### src/rtl/debounce_bank.sv
// N-channel pushbutton conditioner: synchroniser, polarity normalisation, debounce,
// press/release strobes, long-press strobe and optional auto-repeat per channel.
module debounce_bank #(
    parameter int N_KEYS        = 4,
    parameter bit ACTIVE_LOW    = 1'b1,
    parameter int DB_CYCLES     = 250_000,
    parameter int LONG_CYCLES   = 25_000_000,
    parameter int REPEAT_CYCLES = 5_000_000
) (
    input  logic              clk,
    input  logic              rst_n,
    input  logic [N_KEYS-1:0] key_in,
    output logic [N_KEYS-1:0] key_level,
    output logic [N_KEYS-1:0] key_press,
    output logic [N_KEYS-1:0] key_release,
    output logic [N_KEYS-1:0] key_long,
    output logic [N_KEYS-1:0] key_repeat,
    output logic              key_any
);

    localparam int CW   = $clog2(DB_CYCLES);
    localparam int HW_L = $clog2(LONG_CYCLES + 1);
    localparam int HW_R = $clog2(REPEAT_CYCLES + 1);
    localparam int HW   = (HW_L > HW_R) ? HW_L : HW_R;

    localparam logic [CW-1:0]     DB_LAST   = CW'(DB_CYCLES - 1);
    localparam logic [HW-1:0]     LONG_LAST = HW'(LONG_CYCLES - 1);
    localparam logic [HW-1:0]     REP_LAST  = HW'((REPEAT_CYCLES > 0) ? REPEAT_CYCLES - 1 : 0);
    localparam bit                REP_EN    = (REPEAT_CYCLES > 0);
    localparam logic [N_KEYS-1:0] IDLE_PINS = {N_KEYS{ACTIVE_LOW}};

    logic [N_KEYS-1:0] sync1_q, sync1_d;
    logic [N_KEYS-1:0] sync2_q, sync2_d;
    logic [N_KEYS-1:0] cand_q, cand_d;
    logic [N_KEYS-1:0] level_q, level_d;
    logic [N_KEYS-1:0] press_q, press_d;
    logic [N_KEYS-1:0] release_q, release_d;
    logic [N_KEYS-1:0] long_q, long_d;
    logic [N_KEYS-1:0] repeat_q, repeat_d;
    logic [N_KEYS-1:0] phase_q, phase_d;
    logic [CW-1:0]     cnt_q  [N_KEYS];
    logic [CW-1:0]     cnt_d  [N_KEYS];
    logic [HW-1:0]     hold_q [N_KEYS];
    logic [HW-1:0]     hold_d [N_KEYS];
    logic [N_KEYS-1:0] p_s;

    // Next-state logic: debounce, edge strobes and hold/repeat timing per channel
    always_comb begin
        sync1_d   = key_in;
        sync2_d   = sync1_q;
        p_s       = sync2_q ^ IDLE_PINS;
        cand_d    = cand_q;
        level_d   = level_q;
        phase_d   = phase_q;
        long_d    = '0;
        repeat_d  = '0;
        press_d   = '0;
        release_d = '0;
        for (int i = 0; i < N_KEYS; i++) begin
            cnt_d[i]  = cnt_q[i];
            hold_d[i] = hold_q[i];

            if (p_s[i] != cand_q[i]) begin
                cand_d[i] = p_s[i];
                cnt_d[i]  = '0;
            end else if (cnt_q[i] != DB_LAST) begin
                cnt_d[i] = cnt_q[i] + CW'(1);
            end else if (cand_q[i] != level_q[i]) begin
                level_d[i] = cand_q[i];
            end else begin
                level_d[i] = level_q[i];
            end

            press_d[i]   = level_d[i] & ~level_q[i];
            release_d[i] = ~level_d[i] & level_q[i];

            // Timing only runs while held before and after this edge, so the
            // release-strobe cycle can never carry a long or repeat strobe.
            if (!level_q[i] || !level_d[i]) begin
                hold_d[i]  = '0;
                phase_d[i] = 1'b0;
            end else if (!phase_q[i]) begin
                if (hold_q[i] == LONG_LAST) begin
                    long_d[i]  = 1'b1;
                    phase_d[i] = 1'b1;
                    hold_d[i]  = '0;
                end else begin
                    hold_d[i] = hold_q[i] + HW'(1);
                end
            end else if (REP_EN) begin
                if (hold_q[i] == REP_LAST) begin
                    repeat_d[i] = 1'b1;
                    hold_d[i]   = '0;
                end else begin
                    hold_d[i] = hold_q[i] + HW'(1);
                end
            end else begin
                hold_d[i] = hold_q[i];
            end
        end
    end

    // State registers with asynchronous reset to the released/idle state
    always_ff @(posedge clk or negedge rst_n) begin
        if (!rst_n) begin
            sync1_q   <= IDLE_PINS;
            sync2_q   <= IDLE_PINS;
            cand_q    <= '0;
            level_q   <= '0;
            press_q   <= '0;
            release_q <= '0;
            long_q    <= '0;
            repeat_q  <= '0;
            phase_q   <= '0;
            for (int i = 0; i < N_KEYS; i++) begin
                cnt_q[i]  <= '0;
                hold_q[i] <= '0;
            end
        end else begin
            sync1_q   <= sync1_d;
            sync2_q   <= sync2_d;
            cand_q    <= cand_d;
            level_q   <= level_d;
            press_q   <= press_d;
            release_q <= release_d;
            long_q    <= long_d;
            repeat_q  <= repeat_d;
            phase_q   <= phase_d;
            for (int i = 0; i < N_KEYS; i++) begin
                cnt_q[i]  <= cnt_d[i];
                hold_q[i] <= hold_d[i];
            end
        end
    end

    assign key_level   = level_q;
    assign key_press   = press_q;
    assign key_release = release_q;
    assign key_long    = long_q;
    assign key_repeat  = repeat_q;
    assign key_any     = |level_q;

endmodule

### config.mk
export PLATFORM = sky130hd
export DESIGN_NAME = debounce_bank
export DESIGN_NICKNAME = d
export VERILOG_FILES = /design/src/rtl/debounce_bank.sv
export SDC_FILE = /design/constraint.sdc
export NUM_CORES = 1
export LEC_CHECK = 0
export CORE_ASPECT_RATIO = 0.75
export CORE_UTILIZATION = 45
export CTS_CLUSTER_DIAMETER = 40
export CTS_CLUSTER_SIZE = 16
export DETAILED_ROUTE_END_ITERATION = 7
export PLACE_DENSITY = 0.7
export SLEW_MARGIN = 5
export SYNTH_ARGS = -nofsm -noshare
export SYNTH_HDL_FRONTEND = slang
export SYNTH_SLANG_ARGS = --single-unit
### constraint.sdc
create_clock -name clk -period 5.85 [get_ports clk]
set_input_delay 1.755 -clock clk [delete_from_list [all_inputs] [get_ports clk]]
set_output_delay 1.755 -clock clk [all_outputs]
set_load 0.005 [all_outputs]
==> results of run 1 <==
cell families after synthesis:
| kind of cell | after synthesis | share of synthesized area |
|---|---|---|
| xor gates and xnor gates | 83 | 0.0683 |
| and+or+nand+nor | 519 | 0.279 |
| adders and majority gates | 8 | 0.00941 |
| muxes | 5 | 0.00470 |
| DFF | 208 | 0.490 |
| buffers and inverters | 73 | 0.0275 |
| AOI/OAI and AO/OA | 193 | 0.121 |
registers in the layout, summed over array words and instances (netlist names):
| signal | cells |
|---|---|
| hold_q | 100 |
| key_level | 4 |
| cand_q | 4 |
| sync1_q | 4 |
| key_long | 4 |
| cnt_q | 72 |
| key_release | 4 |
| phase_q | 4 |
| key_press | 4 |
| sync2_q | 4 |
| key_repeat | 4 |
cell usage in the layout, fill, tap and decap left out, types with 8 or more instances in the layout:
| master | synthesis | layout |
|---|---|---|
| nor4b_1 | 10 | 10 |
| nor3_1 | 70 | 70 |
| nor4_1 | 21 | 21 |
| nor2_1 | 56 | 56 |
| nand2b_1 | 9 | 9 |
| nor4bb_1 | 8 | 8 |
| ha_1 | 8 | 8 |
| buf_4 | 0 | 10 |
| o21ai_0 | 49 | 49 |
| dfstp_2 | 8 | 8 |
| xnor2_1 | 33 | 33 |
| a21oi_1 | 41 | 41 |
| or4_1 | 34 | 34 |
| and3_1 | 25 | 25 |
| a211oi_1 | 38 | 37 |
| nand3_1 | 74 | 74 |
| clkdlybuf4s50_1 | 0 | 25 |
| inv_1 | 25 | 25 |
| xor2_1 | 50 | 50 |
| o31ai_1 | 28 | 28 |
| nand2_1 | 64 | 64 |
| or3_1 | 39 | 39 |
| clkbuf_16 | 0 | 31 |
| dfrtp_1 | 200 | 200 |
| nand4_1 | 52 | 52 |
| and2_1 | 13 | 13 |
| and4_1 | 25 | 25 |
path summary, 6_finish.rpt:
path	cells past startpoint	startpoint	to
worst min-delay path	0	sync1_q[3]	sync2_q[3]
worst max-delay path	2	key_level[1]	key_any
worst max register to register	5	cnt_q[59]	phase_q[0]
worst min register to register	0	sync1_q[3]	sync2_q[3]
max in group asynchronous	2	rst_n	sync1_q[1]
min in group asynchronous	1	rst_n	cnt_q[1]
worst register-to-register path, cell delays in order (launching register included):
cell     delay, ns
dfrtp_1       0.42
or4_1         0.57
or4b_1        0.69
o41ai_4       0.26
buf_4         0.36
o21ba_2       0.21
power by group through the flow:
stage	Sequential, mW	Combinational (mW)	Clock, mW
final	1.48	0.0909	1.93
after global routing	1.48	0.106	2.04
after CTS	1.48	0.0944	1.98
after detailed placement	1.51	0.0939	0
after global placement	1.50	0.0919	0
after floorplan	1.50	0.0468	0
layout make-up:
cell class	count	area, um^2	share of cell area
Tap cell	300	375	0.0305
Clock buffer	35	811	0.0659
Clock inverter	21	285	0.0232
Inverter	25	93.8	0.00763
Timing Repair Buffer	37	360	0.0293
Multi-Input combinational cell	808	5160	0.419
Sequential cell	208	5220	0.424
routing by layer:
layer / track usage / up-vias / part of all wire
li1: - / 4182 / -
met1: 0.291 / 4201 / 0.51
met2: 0.283 / 155 / 0.42
met3: 0.0274 / 33 / 0.040
met4: 0.0445 / 0 / 0.020
met5: 0 / - / 0
==> metrics.yaml, run 1 <==
grt:
  grt_overflow: 0
  grt_pass1_wl_mm: 38.9
  grt_antenna_before_repair: 0
  globalRouteTotalUtil: 0.190
  grt_pass1_vias: 7767
  grt_start_max_net_pins: 117
floorplanning:
  initial_utilization: 0.460
  die_y_um: 135
  die_width_um: 180
  placementRows: 48
  floorplan.io_pins: 27
  die_area_um2: 24300
  core_um2: 23100
setup_path:
  cp-start-kind: "flip-flop"
  cp_data_arrival_time_ns: 2.01
  slowest_stage: "or4_1"
  crit_family: "simple AND/OR/NAND/NOR gates"
  cp_max_fo: 7
  worstPathCellList: "or4_1, clkdlybuf4s50_1"
  cpPeakStageDelay_ns: 0.53
  timing.reg2reg.setup_slack_ns: 3.25
  required_ns: 4.09
  crit_buf_inv: 1
  timing.critical_path.to_type: "primary output"
  worst-setup-path-type: "reg2out"
cts:
  max-clock-path-buffers: 3
  clkTransAtPathRegs_ns: 0.06
  clock_tree.htree_level_count: 1
  post_cts_setup_repair_bufs: 0
  cts_tree: "built"
  cts_resized: 0
  numClockSinks: 208
  cts_buffers: 30
  cts.root.buffer_cell: "clkbuf_16"
  number_of_hold_repair_buffers_added_at_the_cts_stage: 0
  clk-insertion-delay-late_ns: 0.54
sta:
  min_period_over_period: 0.643
  fin_worst_skew_ns: 0.0122
  hold_viol_final: 0
  timing_max_transition_violations_final: 0
  worst_slack_ns: 2.09
  timing.max_slew.rel_slack: 0.384
  min_period_ns: 3.76
  setup_tns_ns: 0
  tightest_slew_ns: 0.924
  maxClockFrequency_ghz: 0.266
  fin_worst_hold_slack_ns: 0.355
  rsz0062_at_grt: "no"
  setup_violations: 0
drt:
  detail_route.first_pass.iterations: 8
  wl_per_cell_um: 15.8
  routed-via-count: 8571
  drt_drc_violations_left: 1
  postRouteWirelength_mm: 22.7
  avgViaCountPerCell: 5.98
  initialDrtViolationCount: 706
  ant_nets: 0
flow_run:
  maxCapViolations: 0
final_layout:
  design_area_um2: 12300
  area.growth.synth_to_final_pct: 15.6
  final_nets: 1124
  nFillCells: 2033
  diodes: 0
  drive_gt1_frac: 0.0776
  finalCoreUtilization: 0.532
  finalNonFillerCells: 1434
power_and_ir_drop:
  pwr-share-clk: 0.552
  total_power_mw: 3.51
  power.leakage_nw: 4.61
  flop_pwr_share: 0.423
  internal_power_mw: 2.72
  net-switching-power_mw: 0.789
  switching_share: 0.225
  cellPowerDensity_nw_per_um2: 285
  ir_drop_mv: 0.210
  comb_power_share: 0.026
place:
  finalWeightedCongestion: 0.801
  placed_cell_area_um2: 11200
  port_buffers: 26
  place_hpwl_mm: 14.7
  dpl_worst_slack_ns: 2.64
  dp.cells: 1378
synthesis:
  netlist.area_leader.share: 0.470
  post-synth-top-count-cell: "dfrtp_1"
  mappedNetlistArea_um2: 10600
  yosysSeqAreaShare: 0.490
  syn_nets: 1103
  synth_cell_type_count: 54
  synth_largest_area_cell: "dfrtp_1"
  synth_area_per_cell_um2: 9.77
  leading_register_cell_type_out_of_synthesis: "dfrtp_1"
  ys.warnings.count: 0
  synthTopCellsByCount: "200 x dfrtp_1, 74 x nand3_1, 70 x nor3_1"
  synth_enable_flop_cells: 0
  post_synth_main_area_contributors: "dfrtp_1 47%, xor2_1 4.1%, nand3_1 3.5%, nor3_1 3.3%, nand4_1 3.1%"
  async_reset_ff_frac: 1.00
  postSynthCellCount: 1089
  ys_seq_elements: 208
status:
  outcome: "finished with violations"
  violations: "design-rule violations"
worst_hold_path:
  hp-class: "reg2reg"
No activity file was read; power rests on OpenSTA's default activity.
==> inputs of run 2 (changes only) <==
==> constraint.sdc (replaced) <==
create_clock -name clk -period 3.85 [get_ports clk]
set_input_delay 1.155 -clock clk [delete_from_list [all_inputs] [get_ports clk]]
set_output_delay 1.155 -clock clk [all_outputs]
set_load 0.005 [all_outputs]
==> run 2 against run 1 <==
  * The run now ends clean
  * Die area did not move
  * Hold slack about the same
  * Non-clock buffer count unchanged
  * Routed wire length increased by 2.5%
  * Highest routed layer unchanged
  * Sequential power up 52%
  * Core utilization fell by 0.11 points
  * First-iteration DRC count fell by 12%
  * Register-to-register slack worse by 2.3 ns
  * Largest power group unchanged
  * Via count down 0.19%
==> metrics.yaml, run 2 (synthesis gave the netlist of run 1 again) <==
floorplanning:
  die_y_um: 135  # unchanged
  initial_utilization: 0.460  # unchanged
  die_width_um: 180  # unchanged
  placementRows: 48  # unchanged
  die_area_um2: 24300  # unchanged
  floorplan.io_pins: 27  # unchanged
  core_um2: 23100  # unchanged
drt:
  ant_nets: 0  # unchanged
  routed.top_layer: "met4"
  avgViaCountPerCell: 5.97  # -0.19%
  detail_route.first_pass.iterations: 7  # -1
  detailroute.wirelength.met3_um: 796  # -13%
  wl_per_cell_um: 16.2  # +2.5%
  m1WireLength_mm: 11.8  # +1.3%
  routed-via-count: 8555  # -0.19%
  drt_drc_violations_left: 0  # -1
  initialDrtViolationCount: 622  # -12%
  met2RoutedLength_mm: 10.3  # +6.4%
  postRouteWirelength_mm: 23.3  # +2.5%
cts:
  cts_tree: "built"
  clkTransAtPathRegs_ns: 0.06  # about the same
  clock_tree.htree_level_count: 1  # unchanged
  number_of_hold_repair_buffers_added_at_the_cts_stage: 0  # unchanged
  cts_resized: 0  # unchanged
  post_cts_setup_repair_bufs: 0  # unchanged
  max-clock-path-buffers: 3  # unchanged
  numClockSinks: 208  # unchanged
  cts.root.buffer_cell: "clkbuf_16"
  clk-insertion-delay-late_ns: 0.54  # about the same
  cts_buffers: 30  # unchanged
sta:
  timing.max_slew.rel_slack: 0.240  # -0.145
  maxClockFrequency_ghz: 0.317
  setup_violations: 0  # unchanged
  min_period_ns: 3.15
  fin_worst_skew_ns: 0.0152  # +0.00301 ns
  min_period_over_period: 0.818
  setup_tns_ns: 0  # unchanged
  fin_worst_hold_slack_ns: 0.354  # -0.000163 ns
  rsz0062_at_grt: "no"
  timing_max_transition_violations_final: 0  # unchanged
  hold_viol_final: 0  # unchanged
  tightest_slew_ns: 1.13  # +0.209 ns
final_layout:
  largest_registers: "hold_q x100, cnt_q x72"
  largest_register_ff_count: 100  # unchanged
  diodes: 0  # unchanged
  mostFrequentLayoutCell: "dfrtp_1"
  area.growth.synth_to_final_pct: 15.3
  multiInputGateArea_um2: 5160  # unchanged
  final_nets: 1124  # unchanged
  finalCoreUtilization: 0.531  # -0.00108
  layout_common_cells: "200 x dfrtp_1, 74 x nand3_1, 70 x nor3_1"
  top_register: "hold_q"
  drive_gt1_frac: 0.0767  # -0.000882
  seq_area_um2: 5220  # unchanged
  nFillCells: 2009  # -1.2%
setup_path:
  timing.critical_path.to_type: "primary output"
  cp_data_arrival_time_ns: 2.00  # about the same
  cp-start-kind: "flip-flop"
  timing.reg2reg.setup_slack_ns: 0.98  # -2.27 ns
  worst-setup-path-type: "reg2out"
  required_ns: 2.69  # -1.40 ns
  r2r_start: "cnt_q[59]"
  cp_max_fo: 7  # unchanged
  worstRegToRegCells: 5  # unchanged
  timing.rr.end: "hold_q[80]"
power_and_ir_drop:
  total_power_mw: 5.22  # +49%
  ir_drop_mv: 0.318  # +52%
  cellPowerDensity_nw_per_um2: 426  # +49%
  power.leakage_nw: 4.60  # -0.17%
worst_hold_path:
  worst_hold_stages: 0  # unchanged
  hold_path_end: "sync2_q[3]"
  hold_path.startpoint: "sync1_q[3]"
  hp-class: "reg2reg"
place:
  port_buffers: 26  # unchanged
  finalWeightedCongestion: 0.833  # +4.1%
  place_hpwl_mm: 15.1  # +3.0%
flow_run:
  maxCapViolations: 0  # unchanged
grt:
  grt_pass1_wl_mm: 40.3  # +3.7%
  grt_overflow: 0  # unchanged
  grt_antenna_before_repair: 0  # unchanged
  grt_pass1_vias: 8231  # +6.0%
  grt_start_max_net_pins: 92  # -21%
  globalRouteTotalUtil: 0.198  # +0.00746
status:
  outcome: "complete, no violations"
run 2: routing by layer:
metal | GRT usage | vias up
li1 | - | 4176
met1 | 0.294 | 4211
met2 | 0.302 | 131
met3 | 0.0298 | 37
met4 | 0.0503 | 0
met5 | 0 | -
run 2: worst max-delay path, cell delays in order (launching register included):
cell and delay [ns]:
dfrtp_1 0.47, or4_1 0.54, clkdlybuf4s50_1 0.46
run 2: power by group:
group          switching (mW)  total (mW)  internal, mW
Clock                    1.02        2.83          1.82
Combinational          0.0960       0.140        0.0443
Sequential             0.0335        2.25          2.22
Total                    1.14        5.22          4.08
run 2: cell type report:
cell class / count / area share
well taps: 300 / 0.0306
clock inverters: 18 / 0.0176
clock buffers: 38 / 0.0686
flip-flops and latches: 208 / 0.425
repair buffers: 37 / 0.0304
inverters: 25 / 0.00765
multi-input cells: 808 / 0.420
run 2: worst max path at each step:
stage | from | endpoint | depth (start not counted)
floorplan | cnt_q[59] | hold_q[97] | 6
global placement | cnt_q[59] | hold_q[83] | 5
detailed placement | cnt_q[59] | hold_q[81] | 5
CTS | key_level[1] | key_any | 2
global route | key_level[0] | key_any | 2
finish | key_level[1] | key_any | 2
run 2: through the flow:
step / instance area (um^2) / instances / setup WS, ns
3_3_place_gp: 11200 / 1378 / 1.05
2_1_floorplan: 10600 / 1089 / 1.44
4_1_cts: 12300 / 1434 / 0.663
5_1_grt: 12300 / 1434 / 0.630
6_report: 12300 / 1434 / 0.699
3_5_place_dp: 11200 / 1378 / 1.00
==> inputs of run 3 (changes only) <==
==> constraint.sdc (replaced) <==
create_clock -name clk -period 3.05 [get_ports clk]
set_input_delay 0.915 -clock clk [delete_from_list [all_inputs] [get_ports clk]]
set_output_delay 0.915 -clock clk [all_outputs]
set_load 0.005 [all_outputs]
==> run 3 against run 2 <==
  * The flow now finishes with violations (design-rule violations)
  * Sequential power rose by 26%
  * Clock skew rose by 0.010 ns
  * Combinational power rose by 30%
  * Via count rose by 0.40%
  * Non-clock buffer count rose by 8
  * Largest power group unchanged
  * Die area did not move
  * Highest routed layer unchanged
==> metrics.yaml, run 3 (synthesis gave the netlist of run 1 again) <==
grt:
  grt_pass1_wl_mm: 39.7  # -1.5%
  grt_start_max_net_pins: 58  # -37%
  grt_antenna_before_repair: 0  # unchanged
  grt_overflow: 0  # unchanged
  globalRouteTotalUtil: 0.194  # -0.00403
  global_route.usage.met2: 0.295  # -0.00716
  grt_busiest_layer: "met2"
  use_met3: 0.0306  # +0.000806
  grt_pass1_vias: 7958  # -3.3%
  global_route.usage.met1: 0.291  # -0.00281
drt:
  detail_route.first_pass.iterations: 7  # unchanged
  ant_nets: 0  # unchanged
  drt_drc_violations_left: 1  # +1
  avgViaCountPerCell: 5.96  # about the same
  routed-via-count: 8589  # +0.40%
  initialDrtViolationCount: 681  # +9.5%
  postRouteWirelength_mm: 23.0  # -1.3%
  wl_per_cell_um: 15.9  # -1.7%
final_layout:
  finalNonFillerCells: 1440  # +0.42%
  mostFrequentLayoutCell: "dfrtp_1"
  diodes: 0  # unchanged
  final_nets: 1131  # +0.62%
  drive_gt1_frac: 0.0842  # +0.00749
  nFillCells: 1992  # -0.85%
  top_register: "hold_q"
  area.growth.synth_to_final_pct: 15.9
  largest_registers: "hold_q x100, cnt_q x72"
  largest_register_ff_count: 100  # unchanged
  design_area_um2: 12300  # +0.51%
  layout_common_cells: "200 x dfrtp_1, 74 x nand3_1, 70 x nor3_1"
flow_run:
  maxCapViolations: 0  # unchanged
sta:
  maxClockFrequency_ghz: 0.343
  timing.max_slew.rel_slack: 0.517  # +0.278
  timing_max_transition_violations_final: 0  # unchanged
  setup_tns_ns: 0  # unchanged
  min_period_ns: 2.92
  setup_violations: 0  # unchanged
  fin_worst_skew_ns: 0.0256  # +0.0103 ns
  tightest_slew_ns: 0.717  # -0.415 ns
  min_period_over_period: 0.957
  rsz0062_at_grt: "no"
  hold_viol_final: 0  # unchanged
place:
  port_buffers: 26  # unchanged
  dp.cells: 1386  # +0.58%
  place_hpwl_mm: 15.1  # -0.21%
  placed_cell_area_um2: 11300  # +0.53%
  finalWeightedCongestion: 0.826  # -0.86%
floorplanning:
  core_um2: 23100  # unchanged
  die_width_um: 180  # unchanged
  die_area_um2: 24300  # unchanged
  floorplan.io_pins: 27  # unchanged
  die_y_um: 135  # unchanged
  placementRows: 48  # unchanged
  initial_utilization: 0.460  # unchanged
worst_hold_path:
  hp-class: "in2async"
setup_path:
  worst-setup-path-type: "reg2out"
  cp-start-kind: "flip-flop"
  timing.reg2reg.setup_slack_ns: 0.46  # -0.52 ns
  cp_data_arrival_time_ns: 2.00  # about the same
  slowest_stage: "or4_1"
  worstPathCellList: "or4_1, clkdlybuf4s50_1"
  cp_max_fo: 7  # unchanged
  timing.critical_path.to_type: "primary output"
  cpPeakStageDelay_ns: 0.55  # about the same
  required_ns: 2.13  # -0.56 ns
  crit_buf_inv: 1  # unchanged
  crit_family: "simple AND/OR/NAND/NOR gates"
cts:
  number_of_hold_repair_buffers_added_at_the_cts_stage: 0  # unchanged
  numClockSinks: 208  # unchanged
  clk-insertion-delay-late_ns: 0.55  # about the same
  cts_resized: 0  # unchanged
  max-clock-path-buffers: 3  # unchanged
  cts_tree: "built"
  clock_tree.htree_level_count: 1  # unchanged
  clkTransAtPathRegs_ns: 0.06  # about the same
  cts.root.buffer_cell: "clkbuf_16"
  cts_buffers: 29  # -3.3%
  post_cts_setup_repair_bufs: 0  # unchanged
power_and_ir_drop:
  power.leakage_nw: 4.64  # +0.92%
  ir_drop_mv: 0.369  # +16%
  cellPowerDensity_nw_per_um2: 538  # +27%
status:
  outcome: "finished with violations"
  violations: "design-rule violations"
-- run 3: stage by stage --
stage               worst slack (ns)  utilization  total power, mW  hold slack (ns)
detailed placement             0.494        0.488             3.08            0.348
CTS                            0.109        0.534             6.73            0.299
global route                  0.0789        0.534             6.88            0.325
finish                         0.131        0.534             6.64            0.298
floorplan                      0.642            -             2.96            0.345
global placement               0.503        0.488             3.07            0.346
-- run 3: worst paths after layout --
check | from | endpoint | cells after the start
setup / recovery | key_level[0] | key_any | 2
hold / removal | rst_n | cand_q[0] | 1
setup reg to reg | cnt_q[59] | phase_q[0] | 5
hold reg to reg | sync1_q[3] | sync2_q[3] | 0
max in group asynchronous | rst_n | hold_q[61] | 2
min in group clk | sync1_q[3] | sync2_q[3] | 0
-- run 3: worst register-to-register path, stage by stage, from the launching register on --
cell	delay [ns]
dfrtp_1	0.41
or4_1	0.57
or4b_1	0.69
o41ai_4	0.25
buf_4	0.36
o21ba_2	0.21
-- run 3: layer usage --
metal	routed length (um)	share of wire
met5	0	0
met2	9680	0.42
met3	967	0.042
met4	391	0.017
met1	11900	0.52
-- run 3: cell type report --
class / count / area, um^2 / share of cell area
Multi-Input combinational cell: 808 / 5160 / 0.418
Tap cell: 300 / 375 / 0.0304
Inverter: 25 / 93.8 / 0.00761
Clock inverter: 23 / 308 / 0.0249
Timing Repair Buffer: 45 / 433 / 0.0351
Sequential cell: 208 / 5220 / 0.423
Clock buffer: 31 / 753 / 0.0611
-- run 3: power breakdown --
group	switching (mW)	internal [mW]
sequential	0.0407	2.80
clock	1.42	2.21
combinational	0.122	0.0598
total	1.58	5.06
